--- config.mk ---
export PLATFORM = sky130hd
export DESIGN_NAME = instr_queue_register
export DESIGN_NICKNAME = d
export VERILOG_FILES = /design/src/rtl/instr_queue_register.sv
export SDC_FILE = /design/constraint.sdc
export NUM_CORES = 1
export LEC_CHECK = 0
export CORE_MARGIN = 5
export CORE_UTILIZATION = 51
export DETAILED_ROUTE_END_ITERATION = 6
export GPL_TIMING_DRIVEN = 0
export PLACE_DENSITY = 0.81
export SLEW_MARGIN = 15
export SYNTH_ARGS = -nofsm -noshare
export SYNTH_HDL_FRONTEND = slang
export SYNTH_SLANG_ARGS = --single-unit
--- constraint.sdc ---
create_clock -name Clk -period 2.2 [get_ports Clk]
set_clock_uncertainty 0.15 [all_clocks]
set_input_delay 0.44 -clock Clk [delete_from_list [all_inputs] [get_ports Clk]]
set_output_delay 0.44 -clock Clk [all_outputs]
set_load 0.005 [all_outputs]
--- src/rtl/instr_queue_register.sv ---
// Purpose: FIFO of fetched instructions with PCs; head entry exposed as pre-split MIPS fields.
// Latency: a pushed entry appears on the outputs one cycle after its push edge; no bypass.
// Backpressure: In_Ready is low only when full (registered); Out_Ready while empty is ignored.
module instr_queue_register #(
    parameter int DEPTH     = 4,
    parameter int PC_WIDTH  = 32,
    parameter int CNT_WIDTH = $clog2(DEPTH + 1)
) (
    input  logic                 Clk,
    input  logic                 Reset,
    input  logic                 Flush,
    input  logic                 In_Valid,
    output logic                 In_Ready,
    input  logic [31:0]          Instruction,
    input  logic [PC_WIDTH-1:0]  In_PC,
    output logic                 Out_Valid,
    input  logic                 Out_Ready,
    output logic [PC_WIDTH-1:0]  Out_PC,
    output logic [5:0]           Instr31_26,
    output logic [4:0]           Instr25_21,
    output logic [4:0]           Instr20_16,
    output logic [4:0]           Instr15_11,
    output logic [15:0]          Instr15_0,
    output logic [5:0]           Instr5_0,
    output logic [CNT_WIDTH-1:0] Count
);

    localparam int PTR_W = $clog2(DEPTH);

    typedef struct packed {
        logic [31:0]         instr;
        logic [PC_WIDTH-1:0] pc;
    } entry_t;

    entry_t               mem_q [DEPTH];
    entry_t               mem_d [DEPTH];
    logic [PTR_W-1:0]     wr_ptr_q, wr_ptr_d;
    logic [PTR_W-1:0]     rd_ptr_q, rd_ptr_d;
    logic [CNT_WIDTH-1:0] count_q, count_d;
    logic                 push, pop;
    entry_t               head;

    // Handshake status comes straight from the registered occupancy count.
    assign In_Ready  = (count_q != CNT_WIDTH'(DEPTH));
    assign Out_Valid = (count_q != '0);
    assign Count     = count_q;

    // Qualified transfers; a flush cancels both in the same cycle.
    assign push = In_Valid && In_Ready && !Flush;
    assign pop  = Out_Valid && Out_Ready && !Flush;

    // Next-state for storage, pointers and occupancy.
    always_comb begin
        mem_d    = mem_q;
        wr_ptr_d = wr_ptr_q;
        rd_ptr_d = rd_ptr_q;
        count_d  = count_q;
        if (Flush) begin
            wr_ptr_d = '0;
            rd_ptr_d = '0;
            count_d  = '0;
        end else begin
            if (push) begin
                mem_d[wr_ptr_q] = '{instr: Instruction, pc: In_PC};
                wr_ptr_d        = wr_ptr_q + PTR_W'(1);
            end
            if (pop) begin
                rd_ptr_d = rd_ptr_q + PTR_W'(1);
            end
            case ({push, pop})
                2'b10:   count_d = count_q + CNT_WIDTH'(1);
                2'b01:   count_d = count_q - CNT_WIDTH'(1);
                default: count_d = count_q;
            endcase
        end
    end

    // State registers; reset also scrubs storage so stale words never leak.
    always_ff @(posedge Clk) begin
        if (Reset) begin
            wr_ptr_q <= '0;
            rd_ptr_q <= '0;
            count_q  <= '0;
            for (int i = 0; i < DEPTH; i++) begin
                mem_q[i] <= '0;
            end
        end else begin
            wr_ptr_q <= wr_ptr_d;
            rd_ptr_q <= rd_ptr_d;
            count_q  <= count_d;
            mem_q    <= mem_d;
        end
    end

    // Head decode; everything reads zero while the queue is empty.
    always_comb begin
        head = Out_Valid ? mem_q[rd_ptr_q] : '0;
        Out_PC     = head.pc;
        Instr31_26 = head.instr[31:26];
        Instr25_21 = head.instr[25:21];
        Instr20_16 = head.instr[20:16];
        Instr15_11 = head.instr[15:11];
        Instr15_0  = head.instr[15:0];
        Instr5_0   = head.instr[5:0];
    end

endmodule

==> results of run 1 <==
## state kept, by name, indices dropped and copies added, names as in the netlist
name and flops:
Count 3, rd_ptr_q 2, wr_ptr_q 2, mem_q 256
## synthesized netlist by cell type, drive strengths merged
master    n
clkbuf   46
and3      2
or3       2
nand2     1
a21oi     4
nand3     6
nor2b     1
mux4     64
nand2b  321
xor2      4
ha        5
and2     64
o311ai    1
nor2      6
o21ai     3
nor3b     1
mux2i   256
inv       6
dfxtp   263
or2       1
buf      53
o31ai     1
fa        1
## layer usage
layer	GRT usage [%]	vias to the layer above
met5	0	-
met4	7.59	0
met3	2.97	71
met2	40.8	313
met1	31.8	4747
li1	-	4293
## cell families (layout without fill, tap and decap cells)
kind of cell    count (synthesis)  in the layout  share of synthesized area (%)
simple gates                  405            405                           19.9
flops                         263            263                           41.6
compound gates                  9              9                          0.406
mux                           320            320                           31.7
fa+ha+maj                       6              6                          0.653
xor+xnor                        4              4                          0.277
buf+inv                       105            384                           5.44
## worst max path at each step
stage,startpoint,end,slack (ns),cells past startpoint
6_report,rd_ptr_q[1],Instr5_0[4],-0.58,7
5_1_grt,rd_ptr_q[1],Instr5_0[4],-0.61,7
4_1_cts,rd_ptr_q[1],Instr31_26[0],-0.65,4
3_5_place_dp,Count[0],Instr5_0[2],-1.16,6
3_3_place_gp,Count[0],Instr5_0[2],-1.19,6
2_1_floorplan,In_Valid,Count[2],0.005,9
## timing repair
action	in CTS	in global routing
endpoints found under the setup margin	79	320
pin swaps	44	40
hold endpoints to repair	0	0
buffers inserted	61	34
resized for setup	508	114
gates cloned	6	5
## critical path, stage by stage, from the launching register on
cell,delay [ns]
sky130_fd_sc_hd__dfxtp_4,0.37
sky130_fd_sc_hd__buf_12,0.15
sky130_fd_sc_hd__buf_12,0.14
sky130_fd_sc_hd__buf_6,0.10
sky130_fd_sc_hd__mux4_2,0.50
sky130_fd_sc_hd__and2_4,0.17
sky130_fd_sc_hd__buf_6,0.11
sky130_fd_sc_hd__buf_6,0.10
## cell type report
cell class | count | area [um^2]
fillers | 1645 | 7140
multi-input cells | 744 | 6960
flip-flops and latches | 263 | 5280
repair buffers | 233 | 2470
plain buffers | 95 | 1090
clock buffers | 38 | 810
well taps | 324 | 405
clock inverters | 12 | 216
inverters | 6 | 22.5
## stage by stage
| step | setup TNS (ns) | power, W |
|---|---|---|
| 3_3_place_gp | -79.47 | 0.00573 |
| 2_1_floorplan | 0 | 0.00542 |
| 4_1_cts | -40.03 | 0.0110 |
| 6_report | -34.24 | 0.0111 |
| 5_1_grt | -37.35 | 0.0113 |
| 3_5_place_dp | -80.80 | 0.00575 |
## power groups by stage
| stage | logic [W] | clock network, W | registers (W) |
|---|---|---|---|
| 3_3_place_gp | 0.000755 | 0 | 0.00498 |
| 5_1_grt | 0.000944 | 0.00549 | 0.00488 |
| 6_report | 0.000899 | 0.00528 | 0.00487 |
| 4_1_cts | 0.000855 | 0.00528 | 0.00487 |
| 2_1_floorplan | 0.000451 | 0 | 0.00497 |
| 3_5_place_dp | 0.000767 | 0 | 0.00498 |
==> impl_summary.log, run 1 <==
[metrics] overall routing resource usage: 23.9%
[metrics] IR drop worst, VDD: 493 uV
[metrics] vias: 9,424
[metrics] CTS max path bufs: 3
[metrics] worst slack, placed: -1.16 ns
[metrics] final instance count without filler cells: 1,715
[metrics] f_max: 360 MHz
[metrics] count of maximum capacitance violations: 0
[metrics] share of cells above drive strength 1: about 30%
[metrics] core area: 24,400 um^2
[metrics] routed wire length on met3: 1830 um
[metrics] relative contribution of the clock network to total power: a little under half
[metrics] power dissipated by switching net loads: 0.00247 W
[metrics] I/O Pins: 149
[metrics] die outline area: 28,000 um^2
[metrics] Syn Inst Count: 1,112
[metrics] post-route minimum period: about 2.8 ns
[metrics] met2 wire length: between 15,000 and 20,000 um
[metrics] DRT met1 WL: 15,600 um
[metrics] origin of the worst min-delay path: mem_q[160]
[metrics] largest cells by area after synthesis: sky130_fd_sc_hd__dfxtp_1 42%, sky130_fd_sc_hd__mux2i_1 20%, sky130_fd_sc_hd__nand2b_1 16%
[metrics] Final Hold Viols: 0
[metrics] master cell of the clock root buffer: sky130_fd_sc_hd__clkbuf_16
[metrics] leading cell type in the layout, fill and taps excluded: sky130_fd_sc_hd__nand2b_1
[metrics] internal power summed over all cells: 0.00859 W
[metrics] insertion delay of the later-clocked pin in the worst-skew pair: roughly 0.54 ns
[metrics] antenna-violating nets left: 0
[metrics] DRC Markers: 0
[metrics] total number of nets in the final design: 1,446
[metrics] data arrival time of the worst path: 2.19 ns
[metrics] syn_area_per_cell: 11.4 um^2
[metrics] area overhead of the layout relative to synthesis: 36.4%
[metrics] Comb pwr share: 8.1%
[metrics] type of the worst min-delay path: reg -> reg
[metrics] post-CTS clock slew at the launch and capture registers of the worst setup and hold paths: 0.06 ns
[metrics] number of antenna violations at the first check in global routing: 0
[metrics] cell count of the worst hold path: 2
[metrics] clock buffer count from CTS: 28
[metrics] post-placement cell count: 1,583
[metrics] share of the synthesized area in the top cell type: 41.6%
[metrics] H-Tree Depth: 1
[metrics] Wirelength per Cell: between 20 and 25 um
[metrics] first-pass GRT wire length: roughly 54,000 um
[metrics] post-route cell area: 17,300 um^2
[metrics] net switching fraction of the power: 22.3%
[metrics] cts hold-fix bufs: 0
[metrics] worst min-delay path endpoint: mem_q[160]
[metrics] global-route congestion overflow total: 0
[metrics] RSZ-0062 raised after global routing: yes
[metrics] total wire length: 36,200 um
[metrics] Synth area leader: sky130_fd_sc_hd__dfxtp_1
[metrics] initial cell density of the core: 51.9%
[metrics] maximum number of pins on one net before global-route repair: 15
[metrics] total number of yosys warnings: 0
[metrics] via density per instance: 5.50
[metrics] routability cong.: 0.787
[metrics] critical path start-end classification: reg -> out
[metrics] result of the run: finished with violations
[metrics] placement row count: 57
[metrics] Seq pwr share: 44.1%
[metrics] max-slew headroom at the worst pin: a little under half
[metrics] critical path capture point type: primary output
[metrics] clock sinks: 263
[metrics] uppermost metal layer occupied by signal nets: met4
[metrics] worst endpoint required time: between 1.5 and 2 ns
[metrics] actual slew at the worst max-slew pin: 0.811 ns
[metrics] leading cell types in the layout, fill and taps excluded: 321 x sky130_fd_sc_hd__nand2b_1, 258 x sky130_fd_sc_hd__dfxtp_1, 250 x sky130_fd_sc_hd__mux2i_1, 113 x sky130_fd_sc_hd__buf_6, 69 x sky130_fd_sc_hd__clkdlybuf4s50_1
[metrics] register area share after synthesis: 41.6%
[metrics] failing checks: negative setup slack
[metrics] TritonCTS clock tree: yes
[metrics] Pleak: 7.61 nW
[metrics] HPWL Detailed: roughly 22,000 um
[metrics] worst reg-to-reg path cell count: 13
[metrics] Detailed Route Iter0 Violations: a little under 700
[metrics] Placed Area: 14,500 um^2
[metrics] R2R Path End: Count[2]
[metrics] Die W: 167 um
[metrics] Crit Reg-Reg Startpoint: Count[2]
[metrics] n_diodes: 0
[metrics] synthesized net count: 1,187
[metrics] netlist area before placement: approximately 13,000 um^2
[metrics] post-synthesis sequential element count: roughly 260
[metrics] Die Height: 167 um
[metrics] worst reg2reg setup slack: -0.18 ns
[metrics] number of slew-limit violations in the final report: 0
[metrics] Setup-failing EPs final: between 70 and 80
[metrics] number of unique standard cell types used by synthesis: 28
[metrics] # port buffers: 147
[metrics] DRT Pass-1 Iters: 5
[metrics] areal power density over the cells: ~640 nW/um^2
[metrics] final worst hold slack: between 0.3 and 0.4 ns
[metrics] via count of the first global-routing pass: 9,885
[metrics] final setup margin: -0.579 ns
[metrics] CP Max Fanout: 7
[metrics] fraction of the core area covered by cells at the end of the flow: 70.7%
[metrics] Worst Setup Start Kind: register
[metrics] post-route fraction of the period consumed by the critical path: 126%
No activity file was read; power rests on OpenSTA's default activity.
==> run 2, diff against run 1 <==
--- a/config.mk
+++ b/config.mk
@@ -10,6 +10,7 @@
 export DETAILED_ROUTE_END_ITERATION = 6
 export GPL_TIMING_DRIVEN = 0
 export PLACE_DENSITY = 0.81
+export SKIP_CTS_REPAIR_TIMING = 1
 export SLEW_MARGIN = 15
 export SYNTH_ARGS = -nofsm -noshare
 export SYNTH_HDL_FRONTEND = slang
==> impl_summary.log, run 2 (same netlist as run 1, synthesis figures left out) <==
[metrics] insertion delay of the later-clocked pin in the worst-skew pair: 0.54 ns (about the same)
[metrics] placement row count: 57 (unchanged)
[metrics] most prevalent standard cell on the critical path: sky130_fd_sc_hd__buf_6
[metrics] result of the run: finished with violations
[metrics] final setup margin: -0.603 ns (-0.0240 ns)
[metrics] TritonCTS clock tree: yes
[metrics] final worst hold slack: 0.320 ns (-0.00142 ns)
[metrics] die outline area: 28,000 um^2 (unchanged)
[metrics] share of cells above drive strength 1: 28.1% (-2.0 points)
[metrics] clock buffer count from CTS: 28 (unchanged)
[metrics] global routing met1 resource utilization: 29.3% (-2.5 points)
[metrics] leading cell types in the layout, fill and taps excluded: 321 x sky130_fd_sc_hd__nand2b_1, 258 x sky130_fd_sc_hd__dfxtp_1, 256 x sky130_fd_sc_hd__mux2i_1, 75 x sky130_fd_sc_hd__buf_6, 70 x sky130_fd_sc_hd__clkdlybuf4s50_1
[metrics] Top Family by Delay on Critical Path: buffers and inverters
[metrics] # port buffers: 147 (unchanged)
[metrics] f_max: 357 MHz (-0.85%)
[metrics] initial cell density of the core: 51.9% (unchanged)
[metrics] GRT met2 Usage: 38.3% (-2.6 points)
[metrics] total wire length: 34,800 um (-3.9%)
[metrics] post-CTS clock slew at the launch and capture registers of the worst setup and hold paths: 0.06 ns (about the same)
[metrics] number of slew-limit violations in the final report: 0 (unchanged)
[metrics] RSZ-0062 raised after global routing: yes
[metrics] vias: 9,250 (-1.8%)
[metrics] worst endpoint required time: 1.61 ns (about the same)
[metrics] I/O Pins: 149 (unchanged)
[metrics] Detailed Route Iter0 Violations: 582 (-15%)
[metrics] Worst Path Buf+Inv: 5 (unchanged)
[metrics] cell count of the worst hold path: 2 (unchanged)
[metrics] data arrival time of the worst path: 2.21 ns (+0.02 ns)
[metrics] DRC Markers: 0 (unchanged)
[metrics] areal power density over the cells: 653 nW/um^2 (+1.9%)
[metrics] Overall Power: 0.0110 W (-0.72%)
[metrics] CTS max path bufs: 3 (unchanged)
[metrics] post-route fraction of the period consumed by the critical path: 127% (+1.1 points)
[metrics] routability cong.: 0.787 (unchanged)
[metrics] cell type of the slowest stage on the worst timing path: sky130_fd_sc_hd__mux4_2
[metrics] DRT Pass-1 Iters: 4 (-1)
[metrics] via density per instance: 5.41 (-1.6%)
[metrics] overall routing resource usage: 22.1% (-1.8 points)
[metrics] Worst Setup Start Kind: register
[metrics] Wirelength per Cell: 20.4 um (-3.7%)
[metrics] global-route track usage on met3: 3.11% (+0.14 points)
[metrics] post-route minimum period: 2.80 ns (+0.0240 ns)
[metrics] failing checks: negative setup slack
[metrics] first-pass GRT wire length: 50,500 um (-7.1%)
[metrics] IR drop worst, VDD: 557 uV (+13%)
[metrics] Die Height: 167 um (unchanged)
[metrics] Pleak: 7.58 nW (-0.38%)
[metrics] n_diodes: 0 (unchanged)
[metrics] antenna-violating nets left: 0 (unchanged)
[metrics] via count of the first global-routing pass: 9,388 (-5.0%)
[metrics] core area: 24,400 um^2 (unchanged)
[metrics] global-route congestion overflow total: 0 (unchanged)
[metrics] actual slew at the worst max-slew pin: 0.815 ns (+0.00384 ns)
[metrics] master cell of the clock root buffer: sky130_fd_sc_hd__clkbuf_16
[metrics] cell-by-cell listing of the critical path: buf_12, clkbuf_16, buf_6, mux4_2, and2_4, buf_6, clkbuf_2
[metrics] critical path capture point type: primary output
[metrics] most heavily used metal layer in global routing: met2
[metrics] register containing the most flip-flops in the final layout: mem_q
[metrics] max-slew headroom at the worst pin: 45.7% (-0.26 points)
[metrics] clock sinks: 263 (unchanged)
[metrics] worst slack, placed: -1.16 ns (unchanged)
[metrics] total number of nets in the final design: 1,442 (-0.28%)
[metrics] area overhead of the layout relative to synthesis: 32.8%
[metrics] Final Hold Viols: 0 (unchanged)
[metrics] largest stage delay on the critical path: 0.50 ns (about the same)
[metrics] maximum number of pins on one net before global-route repair: 15 (unchanged)
[metrics] critical path start-end classification: reg -> out
[metrics] CP Max Fanout: 7 (unchanged)
[metrics] type of the worst min-delay path: reg -> reg
[metrics] H-Tree Depth: 1 (unchanged)
[metrics] count of maximum capacitance violations: 0 (unchanged)
[metrics] leading cell type in the layout, fill and taps excluded: sky130_fd_sc_hd__nand2b_1
[metrics] fraction of the core area covered by cells at the end of the flow: 68.9% (-1.8 points)
[metrics] Setup-failing EPs final: 77 (-1.3%)
[metrics] worst reg-to-reg path cell count: 10 (-3)
[metrics] number of antenna violations at the first check in global routing: 0 (unchanged)
[metrics] Die W: 167 um (unchanged)
[metrics] HPWL Detailed: 21,700 um (unchanged)
[metrics] number of stages on the worst setup path: 7 (unchanged)
[metrics] Largest register FFs: 256 (unchanged)
==> run 2: layout make-up <==
cell class / count / area (um^2)
plain buffers: 99 / 953
fillers: 1752 / 7590
inverters: 6 / 25.0
repair buffers: 225 / 2230
well taps: 324 / 405
flip-flops and latches: 263 / 5280
clock inverters: 12 / 216
multi-input cells: 744 / 6880
clock buffers: 38 / 810
==> run 2: worst reg2reg max path: stages (launching register included) <==
cell and delay [ns]:
sky130_fd_sc_hd__dfxtp_4 0.37, sky130_fd_sc_hd__buf_6 0.12, sky130_fd_sc_hd__nor3b_4 0.28, sky130_fd_sc_hd__inv_4 0.08, sky130_fd_sc_hd__nand2_4 0.08, sky130_fd_sc_hd__ha_4 0.13, sky130_fd_sc_hd__inv_2 0.04, sky130_fd_sc_hd__fa_2 0.34
sky130_fd_sc_hd__xor2_1 0.17, sky130_fd_sc_hd__or3_4 0.33, sky130_fd_sc_hd__a21oi_2 0.11
==> run 2: worst paths after layout <==
path,from,to,slack (ns)
setup / recovery,rd_ptr_q[1],Instr15_11[4],-0.60
hold / removal,mem_q[171],mem_q[171],0.32
setup reg to reg,Count[0],Count[2],-0.06
hold reg to reg,mem_q[171],mem_q[171],0.32
==> run 2: layer usage <==
layer / share of wire [%] / vias to the layer above
met5: 0 / -
met4: 2.1 / 0
met3: 5.1 / 56
met2: 50 / 292
met1: 43 / 4618
li1: - / 4284
==> run 2: report_power, final <==
| group | internal [W] | total [W] | switching (W) |
|---|---|---|---|
| registers | 0.00483 | 0.00488 | 0.0000424 |
| clock network | 0.00327 | 0.00525 | 0.00198 |
| logic | 0.000456 | 0.000848 | 0.000392 |
| total | 0.00856 | 0.0110 | 0.00242 |
==> run 2: metrics by stage <==
| stage | cells | TNS, ns | instance area [um^2] |
|---|---|---|---|
| after floorplan | 1112 | 0 | 12700 |
| after global placement | 1583 | -79.47 | 14500 |
| after detailed placement | 1583 | -80.80 | 14500 |
| after CTS | 1633 | -106.39 | 15600 |
| after global routing | 1711 | -37.83 | 16800 |
| final | 1711 | -35.10 | 16800 |
==> run 3, diff against run 2 <==
--- a/config.mk
+++ b/config.mk
@@ -6,10 +6,10 @@
 export NUM_CORES = 1
 export LEC_CHECK = 0
 export CORE_MARGIN = 5
-export CORE_UTILIZATION = 51
+export CORE_UTILIZATION = 50
 export DETAILED_ROUTE_END_ITERATION = 6
 export GPL_TIMING_DRIVEN = 0
-export PLACE_DENSITY = 0.81
+export PLACE_DENSITY = 0.79
 export SKIP_CTS_REPAIR_TIMING = 1
 export SLEW_MARGIN = 15
 export SYNTH_ARGS = -nofsm -noshare
==> impl_summary.log, run 3 (same netlist as run 1, synthesis figures left out) <==
[metrics] CP Max Fanout: 5 (-2)
[metrics] total wire length: 33,700 um (-3.1%)
[metrics] # port buffers: 147 (unchanged)
[metrics] number of slew-limit violations in the final report: 0 (unchanged)
[metrics] max-slew headroom at the worst pin: 47.7% (+2.0 points)
[metrics] Die Height: 169 um (+0.94%)
[metrics] HPWL Detailed: 21,500 um (-1.2%)
[metrics] final instance count without filler cells: 1,708 (-0.18%)
[metrics] areal power density over the cells: 642 nW/um^2 (-1.8%)
[metrics] final setup margin: -0.626 ns (-0.0231 ns)
[metrics] clock sinks: 263 (unchanged)
[metrics] data arrival time of the worst path: 2.24 ns (+0.03 ns)
[metrics] placement row count: 58 (+1.8%)
[metrics] area used by multi-input combinational logic: 6890 um^2 (+0.15%)
[metrics] Worst Setup Start Kind: register
[metrics] relative contribution of the clock network to total power: 46.8% (-1.0 points)
[metrics] RSZ-0062 raised after global routing: yes
[metrics] Comb pwr share: 7.9% (+0.2 points)
[metrics] post-route fraction of the period consumed by the critical path: 128% (+1.0 points)
[metrics] worst endpoint required time: 1.61 ns (about the same)
[metrics] result of the run: finished with violations
[metrics] Final Hold Viols: 0 (unchanged)
[metrics] clock buffer count from CTS: 28 (unchanged)
[metrics] cell-by-cell listing of the critical path: clkbuf_16, buf_12, buf_12, mux4_2, and2_4, buf_4, clkbuf_2
[metrics] share of cells above drive strength 1: 28.3% (+0.18 points)
[metrics] I/O Pins: 149 (unchanged)
[metrics] Seq pwr share: 45.3% (+0.9 points)
[metrics] failing checks: negative setup slack
[metrics] cell type of the slowest stage on the worst timing path: sky130_fd_sc_hd__mux4_2
[metrics] n_diodes: 0 (unchanged)
[metrics] post-route cell area: 16,700 um^2 (-0.32%)
[metrics] Top Family by Delay on Critical Path: buffers and inverters
[metrics] overall routing resource usage: 21.5% (-0.63 points)
[metrics] number of antenna violations at the first check in global routing: 1 (+1)
[metrics] Largest register FFs: 256 (unchanged)
[metrics] Worst Path Buf+Inv: 5 (unchanged)
[metrics] post-route minimum period: 2.83 ns (+0.0231 ns)
[metrics] critical path capture point type: primary output
[metrics] register containing the most flip-flops in the final layout: mem_q
[metrics] Placed Area: 14,500 um^2 (about the same)
[metrics] H-Tree Depth: 1 (unchanged)
[metrics] master cell of the clock root buffer: sky130_fd_sc_hd__clkbuf_16
[metrics] final worst hold slack: 0.323 ns (+0.00335 ns)
[metrics] actual slew at the worst max-slew pin: 0.785 ns (-0.0301 ns)
[metrics] TritonCTS clock tree: yes
[metrics] antenna-violating nets left: 0 (unchanged)
[metrics] initial cell density of the core: 50.5% (-1.3 points)
[metrics] f_max: 354 MHz (-0.82%)
[metrics] IR drop worst, VDD: 475 uV (-15%)
[metrics] via density per instance: 5.36 (-0.91%)
[metrics] DRC Markers: 0 (unchanged)
[metrics] type of the worst min-delay path: reg -> reg
[metrics] critical path start-end classification: reg -> out
[metrics] fill count: 1,777 (+1.4%)
[metrics] Detailed Route Iter0 Violations: 694 (+19%)
[metrics] Register Area: 5280 um^2 (unchanged)
[metrics] Pleak: 7.48 nW (-1.3%)
[metrics] total number of nets in the final design: 1,432 (-0.69%)
[metrics] global-route congestion overflow total: 0 (unchanged)
[metrics] CTS max path bufs: 3 (unchanged)
[metrics] die outline area: 28,600 um^2 (+1.9%)
[metrics] largest stage delay on the critical path: 0.50 ns (about the same)
[metrics] Die W: 169 um (+0.94%)
[metrics] vias: 9,150 (-1.1%)
[metrics] leading cell types in the layout, fill and taps excluded: 321 x sky130_fd_sc_hd__nand2b_1, 258 x sky130_fd_sc_hd__dfxtp_1, 256 x sky130_fd_sc_hd__mux2i_1, 84 x sky130_fd_sc_hd__buf_6, 70 x sky130_fd_sc_hd__clkdlybuf4s50_1
[metrics] leading cell type in the layout, fill and taps excluded: sky130_fd_sc_hd__nand2b_1
[metrics] area overhead of the layout relative to synthesis: 32.4%
[metrics] core area: 25,000 um^2 (+2.6%)
[metrics] count of maximum capacitance violations: 0 (unchanged)
[metrics] Wirelength per Cell: 19.8 um (-2.9%)
[metrics] Setup-failing EPs final: 76 (-1.3%)
[metrics] via count of the first global-routing pass: 9,277 (-1.2%)
[metrics] power dissipated by switching net loads: 0.00240 W (-0.60%)
[metrics] routability cong.: 0.773 (-1.8%)
[metrics] internal power summed over all cells: 0.00834 W (-2.5%)
[metrics] net switching fraction of the power: 22.3% (+0.33 points)
[metrics] most prevalent standard cell on the critical path: sky130_fd_sc_hd__buf_12
[metrics] post-CTS clock slew at the launch and capture registers of the worst setup and hold paths: 0.07 ns (about the same)
[metrics] insertion delay of the later-clocked pin in the worst-skew pair: 0.53 ns (about the same)
[metrics] post-placement cell count: 1,589 (+0.38%)
[metrics] first-pass GRT wire length: 49,900 um (-1.2%)
[metrics] DRT Pass-1 Iters: 5 (+1)
[metrics] maximum number of pins on one net before global-route repair: 15 (unchanged)
==> run 3: cell count changes in the layout (fill, tap and decap cells not counted), moves of 3 or more <==
cell | previous run | this run
sky130_fd_sc_hd__buf_6 | 75 | 84
sky130_fd_sc_hd__clkbuf_2 | 47 | 38
sky130_fd_sc_hd__and2_1 | 8 | 5
sky130_fd_sc_hd__clkinv_2 | 4 | 9
sky130_fd_sc_hd__buf_4 | 42 | 36
sky130_fd_sc_hd__clkbuf_8 | 5 | 2
sky130_fd_sc_hd__dlymetal6s2s_1 | 9 | 6
sky130_fd_sc_hd__and2_4 | 56 | 59
==> run 3: final cells by class <==
| type | count | area share (%) |
|---|---|---|
| Inverter | 6 | 0.134 |
| Clock inverter | 18 | 1.36 |
| Sequential cell | 263 | 31.5 |
| Timing Repair Buffer | 215 | 13.2 |
| Tap cell | 330 | 2.47 |
| Multi-Input combinational cell | 744 | 41.1 |
| Buffer | 99 | 5.68 |
| Clock buffer | 33 | 4.54 |
==> run 3: path summary, 6_finish.rpt <==
check | start | end | slack, ns | cells past startpoint
worst max-delay path | rd_ptr_q[1] | Instr5_0[0] | -0.63 | 7
worst min-delay path | mem_q[54] | mem_q[54] | 0.32 | 2
worst max register to register | Count[0] | Count[2] | -0.03 | 10
worst min register to register | mem_q[54] | mem_q[54] | 0.32 | 2
==> run 3: through the flow <==
| step | TNS (ns) | utilization, % | total power, W | worst slack [ns] |
|---|---|---|---|---|
| floorplan | 0 | - | 0.00542 | 0.00496 |
| global placement | -62.21 | 58.1 | 0.00573 | -1.09 |
| detailed placement | -66.63 | 58.1 | 0.00575 | -1.06 |
| CTS | -102.16 | 62.0 | 0.0107 | -1.64 |
| global route | -40.93 | 66.9 | 0.0111 | -0.671 |
| finish | -37.91 | 66.9 | 0.0107 | -0.626 |
==> run 3: metal layers <==
metal	routed length [um]	share of wire [%]	track usage [%]	vias to the layer above
met5	13	0.039	0	-
met4	1020	3.0	5.53	2
met3	1840	5.5	3.25	66
met2	16100	48	36.6	283
met1	14700	44	28.9	4527
li1	-	-	-	4272
==> run 3: power by group through the flow <==
stage,Combinational [W],Clock [W],Sequential [W]
finish,0.000844,0.00503,0.00487
floorplan,0.000451,0,0.00497
detailed placement,0.000768,0,0.00498
CTS,0.000772,0.00506,0.00488
global placement,0.000756,0,0.00498
global route,0.000899,0.00530,0.00488
==> run 3: worst reg2reg max path, cell delays in order, from the launching register on <==
cell,delay (ns)
sky130_fd_sc_hd__dfxtp_4,0.35
sky130_fd_sc_hd__buf_6,0.12
sky130_fd_sc_hd__nor3b_4,0.22
sky130_fd_sc_hd__inv_2,0.08
sky130_fd_sc_hd__nand2_2,0.08
sky130_fd_sc_hd__ha_4,0.14
sky130_fd_sc_hd__inv_2,0.04
sky130_fd_sc_hd__fa_2,0.37
sky130_fd_sc_hd__xor2_2,0.18
sky130_fd_sc_hd__or3_4,0.33
sky130_fd_sc_hd__a21oi_2,0.11
